File: config.mk
export PLATFORM = sky130hd
export DESIGN_NAME = sum_window_avg_flat
export DESIGN_NICKNAME = d
export VERILOG_FILES = /design/src/rtl/sum_window_avg_if.sv /design/src/rtl/sum_window_avg.sv /design/src/flat_wrapper.sv
export SDC_FILE = /design/constraint.sdc
export NUM_CORES = 1
export LEC_CHECK = 0
export CAP_MARGIN = 10
export CORE_ASPECT_RATIO = 2
export CORE_UTILIZATION = 56
export DETAILED_ROUTE_END_ITERATION = 10
export PLACE_DENSITY = 0.84
export SKIP_LAST_GASP = 1
export SYNTH_ARGS = -nofsm -noshare
export SYNTH_HDL_FRONTEND = slang
export SYNTH_SLANG_ARGS = --single-unit
File: constraint.sdc
create_clock -name clk -period 2.93 [get_ports clk]
set_clock_uncertainty 0.05 [all_clocks]
set_input_delay 0.293 -clock clk [delete_from_list [all_inputs] [get_ports clk]]
set_output_delay 0.293 -clock clk [all_outputs]
set_load 0.005 [all_outputs]
File: src/rtl/sum_window_avg_if.sv
// Pin bundle for sum_window_avg: enable, sample byte, control bits
// (ui_in/uio_in) and result/status bytes (uo_out/uio_out/uio_oe).
interface sum_window_avg_if;
  logic       ena;
  logic [7:0] ui_in;
  logic [7:0] uio_in;
  logic [7:0] uo_out;
  logic [7:0] uio_out;
  logic [7:0] uio_oe;

  modport master (
    output ena, ui_in, uio_in,
    input  uo_out, uio_out, uio_oe
  );

  modport slave (
    input  ena, ui_in, uio_in,
    output uo_out, uio_out, uio_oe
  );
endinterface

File: src/rtl/sum_window_avg.sv
// Windowed average/max of 2**WINDOW_LOG2 unsigned byte samples.
// Ports: clk, rst_n (sync, active-low), bus (slave side of sum_window_avg_if).
module sum_window_avg #(
  parameter int WINDOW_LOG2 = 2
) (
  input  logic            clk,
  input  logic            rst_n,
  sum_window_avg_if.slave bus
);

  localparam int AW = 8 + WINDOW_LOG2;
  localparam int CW = WINDOW_LOG2 + 1;
  localparam logic [CW-1:0] LAST =
    CW'((1 << WINDOW_LOG2) - 1);

  typedef enum logic [1:0] {
    IDLE,
    ACCUM,
    HOLD
  } state_t;

  state_t        state, state_n;
  logic [AW-1:0] acc, acc_n;
  logic [CW-1:0] cnt, cnt_n;
  logic [7:0]    max_q, max_n;
  logic [7:0]    avg_q, avg_n;
  logic          done_q, done_n;

  logic in_valid, ack, clear, out_sel;
  logic ready, busy;
  logic [AW-1:0] sum;
  logic [7:0]    max_in;
  logic          unused_bits;

  assign in_valid = bus.uio_in[0];
  assign ack      = bus.uio_in[1];
  assign clear    = bus.uio_in[2];
  assign out_sel  = bus.uio_in[3];
  assign unused_bits = ^bus.uio_in[7:4];

  assign ready  = (state != HOLD);
  assign busy   = (state != IDLE);
  assign sum    = acc + AW'(bus.ui_in);
  assign max_in = (bus.ui_in > max_q) ?
                  bus.ui_in : max_q;

  always_ff @(posedge clk) begin
    if (!rst_n) begin
      state  <= IDLE;
      acc    <= '0;
      cnt    <= '0;
      max_q  <= '0;
      avg_q  <= '0;
      done_q <= 1'b0;
    end else begin
      state  <= state_n;
      acc    <= acc_n;
      cnt    <= cnt_n;
      max_q  <= max_n;
      avg_q  <= avg_n;
      done_q <= done_n;
    end
  end

  always_comb begin
    state_n = state;
    acc_n   = acc;
    cnt_n   = cnt;
    max_n   = max_q;
    avg_n   = avg_q;
    done_n  = done_q;
    if (bus.ena) begin
      if (clear) begin
        state_n = IDLE;
        acc_n   = '0;
        cnt_n   = '0;
        max_n   = '0;
        avg_n   = '0;
        done_n  = 1'b0;
      end else begin
        unique case (state)
          IDLE: begin
            if (in_valid) begin
              acc_n   = sum;
              cnt_n   = cnt + 1'b1;
              max_n   = max_in;
              state_n = ACCUM;
            end
          end
          ACCUM: begin
            if (in_valid) begin
              acc_n = sum;
              cnt_n = cnt + 1'b1;
              max_n = max_in;
              // final sample of the window
              if (cnt == LAST) begin
                state_n = HOLD;
                avg_n   = sum[WINDOW_LOG2 +: 8];
                done_n  = 1'b1;
              end
            end
          end
          HOLD: begin
            // avg survives ack; only clear/reset zero it
            if (ack) begin
              state_n = IDLE;
              acc_n   = '0;
              cnt_n   = '0;
              max_n   = '0;
              done_n  = 1'b0;
            end
          end
          default: state_n = IDLE;
        endcase
      end
    end
  end

  assign bus.uo_out  = out_sel ? max_q : avg_q;
  assign bus.uio_out = {1'b0, busy, done_q, ready, 4'b0};
  assign bus.uio_oe  = 8'hF0;

endmodule

File: src/flat_wrapper.sv
// flat-port wrapper written by rule: the top's interface ports become plain ports
module sum_window_avg_flat 
#(
  parameter int WINDOW_LOG2 = 2
)
  (clk, rst_n, bus_ena, bus_ui_in, bus_uio_in, bus_uo_out, bus_uio_out, bus_uio_oe);
  sum_window_avg_if bus_i ();
  input  logic clk;
  input  logic rst_n;
  input wire logic [$bits(bus_i.ena)-1:0] bus_ena;
  input wire logic [$bits(bus_i.ui_in)-1:0] bus_ui_in;
  input wire logic [$bits(bus_i.uio_in)-1:0] bus_uio_in;
  output wire logic [$bits(bus_i.uo_out)-1:0] bus_uo_out;
  output wire logic [$bits(bus_i.uio_out)-1:0] bus_uio_out;
  output wire logic [$bits(bus_i.uio_oe)-1:0] bus_uio_oe;
  assign bus_i.ena = bus_ena;
  assign bus_i.ui_in = bus_ui_in;
  assign bus_i.uio_in = bus_uio_in;
  assign bus_uo_out = bus_i.uo_out;
  assign bus_uio_out = bus_i.uio_out;
  assign bus_uio_oe = bus_i.uio_oe;
  sum_window_avg #(.WINDOW_LOG2(WINDOW_LOG2)) u_core (.clk(clk), .rst_n(rst_n), .bus(bus_i));
endmodule
==> flow_summary_export.csv <==
group,metric,value,unit
placed_design,place_hpwl,3.56,mm
global_route,overflow,0,
setup_path,r2r_start,"u_core.acc[0]",
setup_path,endpoint_kind,"flop",
power,ir_drop,0.000373,V
global_route,grt_pass1_wl,7.93,mm
final_layout,nNetsFinal,306,
clock_network,post-cts-setup-buffers,0,
setup_path,required,3090,ps
clock_network,cts.path.max_buffers,2,
final_layout,drive_gt1_share,14.9,%
route,drt_iter0_drc,39,
setup_path,crit_slowest_cell,"clkdlybuf4s50_1",
clock_network,cts_made_buffers,5,
global_route,use_met3,4.22,%
placed_design,gp_congestion,0.872,
global_route,met1_usage,28.4,%
timing,report.final.hold_viol_count,0,
timing,setup-tns-final,0,ps
setup_path,crit_path_cell_trace,"clkdlybuf4s50_1, ha_1, inv_1, fa_1, nor2b_1, o2111ai_1, a21oi_1, or2_1, nand3b_1, a21oi_1",
timing,drv_slew,0,
setup_path,startpoint,"bus_ui_in[0]",
final_layout,post-route-util,67.2,%
clock_network,cts_resized,0,
route,drt-pass1-iter-count,4,
final_layout,final_common_cell,"dfxtp_1",
clock_network,cts.sinks,32,
worst_hold_path,worstHoldPathCells,2,
placed_design,post-place-ws,389,ps
synthesis,synth_warnings,0,
global_route,grtUsageTotal,25.4,%
placed_design,dp.cells,310,
final_layout,final_cell_mix,"dfxtp_1 (32), clkdlybuf4s50_1 (25), nand2_1 (21)",
route,drt-wirelength-per-cell,14.9,um
global_route,top_usage_layer,"met2",
floorplan,core,0.00365,mm^2
clock_network,worstSkewPairLatency,280,ps
setup_path,worst-r2r-cell-count,9,
setup_path,rrSetupSlack,860,ps
synthesis,avgSynthCellArea,8.73,um^2
timing,rsz0062_at_grt,"false",
setup_path,cpLargestDelayFamily,"adder cells",
outcome,status,"finished clean",
synthesis,synth-seq-cells,32,
timing,setup_viol_count_final,0,
setup_path,cp_num_buf_inv,2,
worst_hold_path,worstHoldStart,"u_core.max_q[2]",
setup_path,arrival,2410,ps
global_route,grt_antenna_before_repair,0,
setup_path,cp-start-kind,"primary input",
timing,worst_slew_pin_slew,534,ps
global_route,grt_start_max_net_pins,28,
timing,hold_ws,424,ps
flow_run,maxCapViolCount,0,
worst_hold_path,hold_path_class,"flop to flop",
clock_network,cts_max_level,2,
floorplan,dieArea,0.00414,mm^2
placed_design,placement.io_buffers,25,
setup_path,critPathMaxStageDelay,480,ps
floorplan,row_count,31,
route,num_vias,1826,
final_layout,final_cells,317,
floorplan,die_h,90.0,um
route,vias_per_cell,5.76,
setup_path,cp_max_fo,3,
setup_path,crit_type,"primary input to flop",
clock_network,cts-hold-fix-buffers,0,
timing,max_freq,446,MHz
timing,relSlewSlack,64.3,%
clock_network,cts_tree,"yes",
timing,post-route-min-period,2240,ps
clock_network,cts_root_buffer,"clkbuf_8",
final_layout,nFillCells,336,
route,drt.antenna.violating_nets,0,
synthesis,synth_cells,248,
power,power.density,392,mW/mm^2
global_route,grt_pass1_vias,1778,
floorplan,die_w,46.0,um
route,drt_wl_total,4.74,mm
floorplan,start_util,59.4,%
synthesis,ys_types,62,
timing,period_share,76.5,%
clock_network,path_clk_slew,70,ps
setup_path,crit_cells,10,
floorplan,num_io_pins,43,
synthesis,synth_area,0.00217,mm^2
setup_path,cpMostUsedCell,"a21oi_1",
final_layout,syn_to_final_growth,13.2,%
power,p_leak,0.000974,uW
final_layout,antenna_cells,0,
final_layout,ff_latch_area,641,um^2
global_route,use_met2,43.8,%
route,drc,0,
synthesis,synth_seq_area_share,29.6,%
final_layout,multi_input_area,0.00134,mm^2
timing,setup_ws,687,ps
-- layout make-up --
type | instances | share of cell area (%)
Clock buffer | 6 | 2.96
Clock inverter | 1 | 0.204
Inverter | 15 | 2.30
Multi-Input combinational cell | 185 | 54.5
Sequential cell | 32 | 26.1
Tap cell | 49 | 2.50
Timing Repair Buffer | 29 | 11.4
-- metal layers --
metal  vias up  share of wire (%)
li1        900                  -
met1       860                 37
met2        56                 56
met3        10                3.8
met4         0                2.3
met5         -                  0
-- worst min-delay path, cell delays in order (launching register included) --
cell	delay [ps]
dfxtp_1	320
nand2_1	60
mux2i_1	50
-- path summary, 6_finish.rpt --
check | end
worst max register to register | u_core.acc[8]
worst min-delay path | u_core.max_q[2]
worst max-delay path | u_core.acc[8]
worst min register to register | u_core.max_q[2]
-- synth_stat cells (all sizes together) --
| library cell | count | area [um^2] |
|---|---|---|
| mux2i | 3 | 30.0 |
| clkbuf | 7 | 26.3 |
| nand2 | 21 | 78.8 |
| o2bb2a | 1 | 20.0 |
| and2 | 1 | 6.26 |
| o31ai | 1 | 7.51 |
| dfxtp | 32 | 641 |
| o221a | 1 | 11.3 |
| nand2b | 2 | 15.0 |
| a211oi | 2 | 20.0 |
| o211ai | 2 | 20.0 |
| a31oi | 1 | 6.26 |
| o21ai | 11 | 66.3 |
| a22oi | 6 | 45.0 |
| a21oi | 17 | 85.1 |
| nand4 | 2 | 12.5 |
| o22ai | 2 | 18.8 |
| o32ai | 5 | 51.3 |
| and3 | 1 | 6.26 |
| mux2 | 8 | 90.1 |
| or2 | 2 | 12.5 |
| xnor2 | 2 | 17.5 |
| ha | 18 | 225 |
| fa | 1 | 20.0 |
| or3 | 4 | 30.0 |
| nor4b | 1 | 8.76 |
| o41ai | 2 | 17.5 |
| conb | 2 | 7.51 |
| a2bb2oi | 2 | 17.5 |
| o2111ai | 1 | 8.76 |
| nor2b | 4 | 27.5 |
| o311ai | 2 | 25.0 |
| nor2 | 20 | 82.6 |
| nand3b | 2 | 15.0 |
| buf | 20 | 149 |
| nand3 | 8 | 45.0 |
| a21o | 2 | 15.0 |
| xor2 | 4 | 35.0 |
| inv | 15 | 56.3 |
| nor3 | 5 | 41.3 |
| nor4 | 3 | 31.3 |
| o21bai | 1 | 11.3 |
| a211o | 1 | 8.76 |
-- report_power, final --
group | total, uW | leakage (uW) | internal [uW] | switching [uW]
sequential | 457 | 0.000259 | 447 | 9.74
clock | 319 | 0.0000410 | 161 | 158
combinational | 186 | 0.000673 | 83.4 | 103
total | 962 | 0.000974 | 692 | 270
-- sequential cells by signal, indices dropped and copies added (netlist names) --
| signal | count |
|---|---|
| u_core.max_q | 8 |
| u_core.done_q | 1 |
| u_core.avg_q | 8 |
| u_core.state | 2 |
| u_core.acc | 10 |
| u_core.cnt | 3 |
-- logic make-up after synthesis --
kind of cell / synth area share, %
simple gates: 19.1
compound gates: 21.0
buf+inv: 10.7
flops: 29.6
fa+ha+maj: 11.3
mux: 5.55
xor+xnor: 2.43
other cells: 0.347
-- through the flow --
stage | total power (uW) | instance area, um^2
final | 962 | 2450
after global routing | 1010 | 2450
after CTS | 963 | 2450
after detailed placement | 651 | 2370
after global placement | 647 | 2370
after floorplan | 602 | 2210
Power figures use the tool's default switching activity.
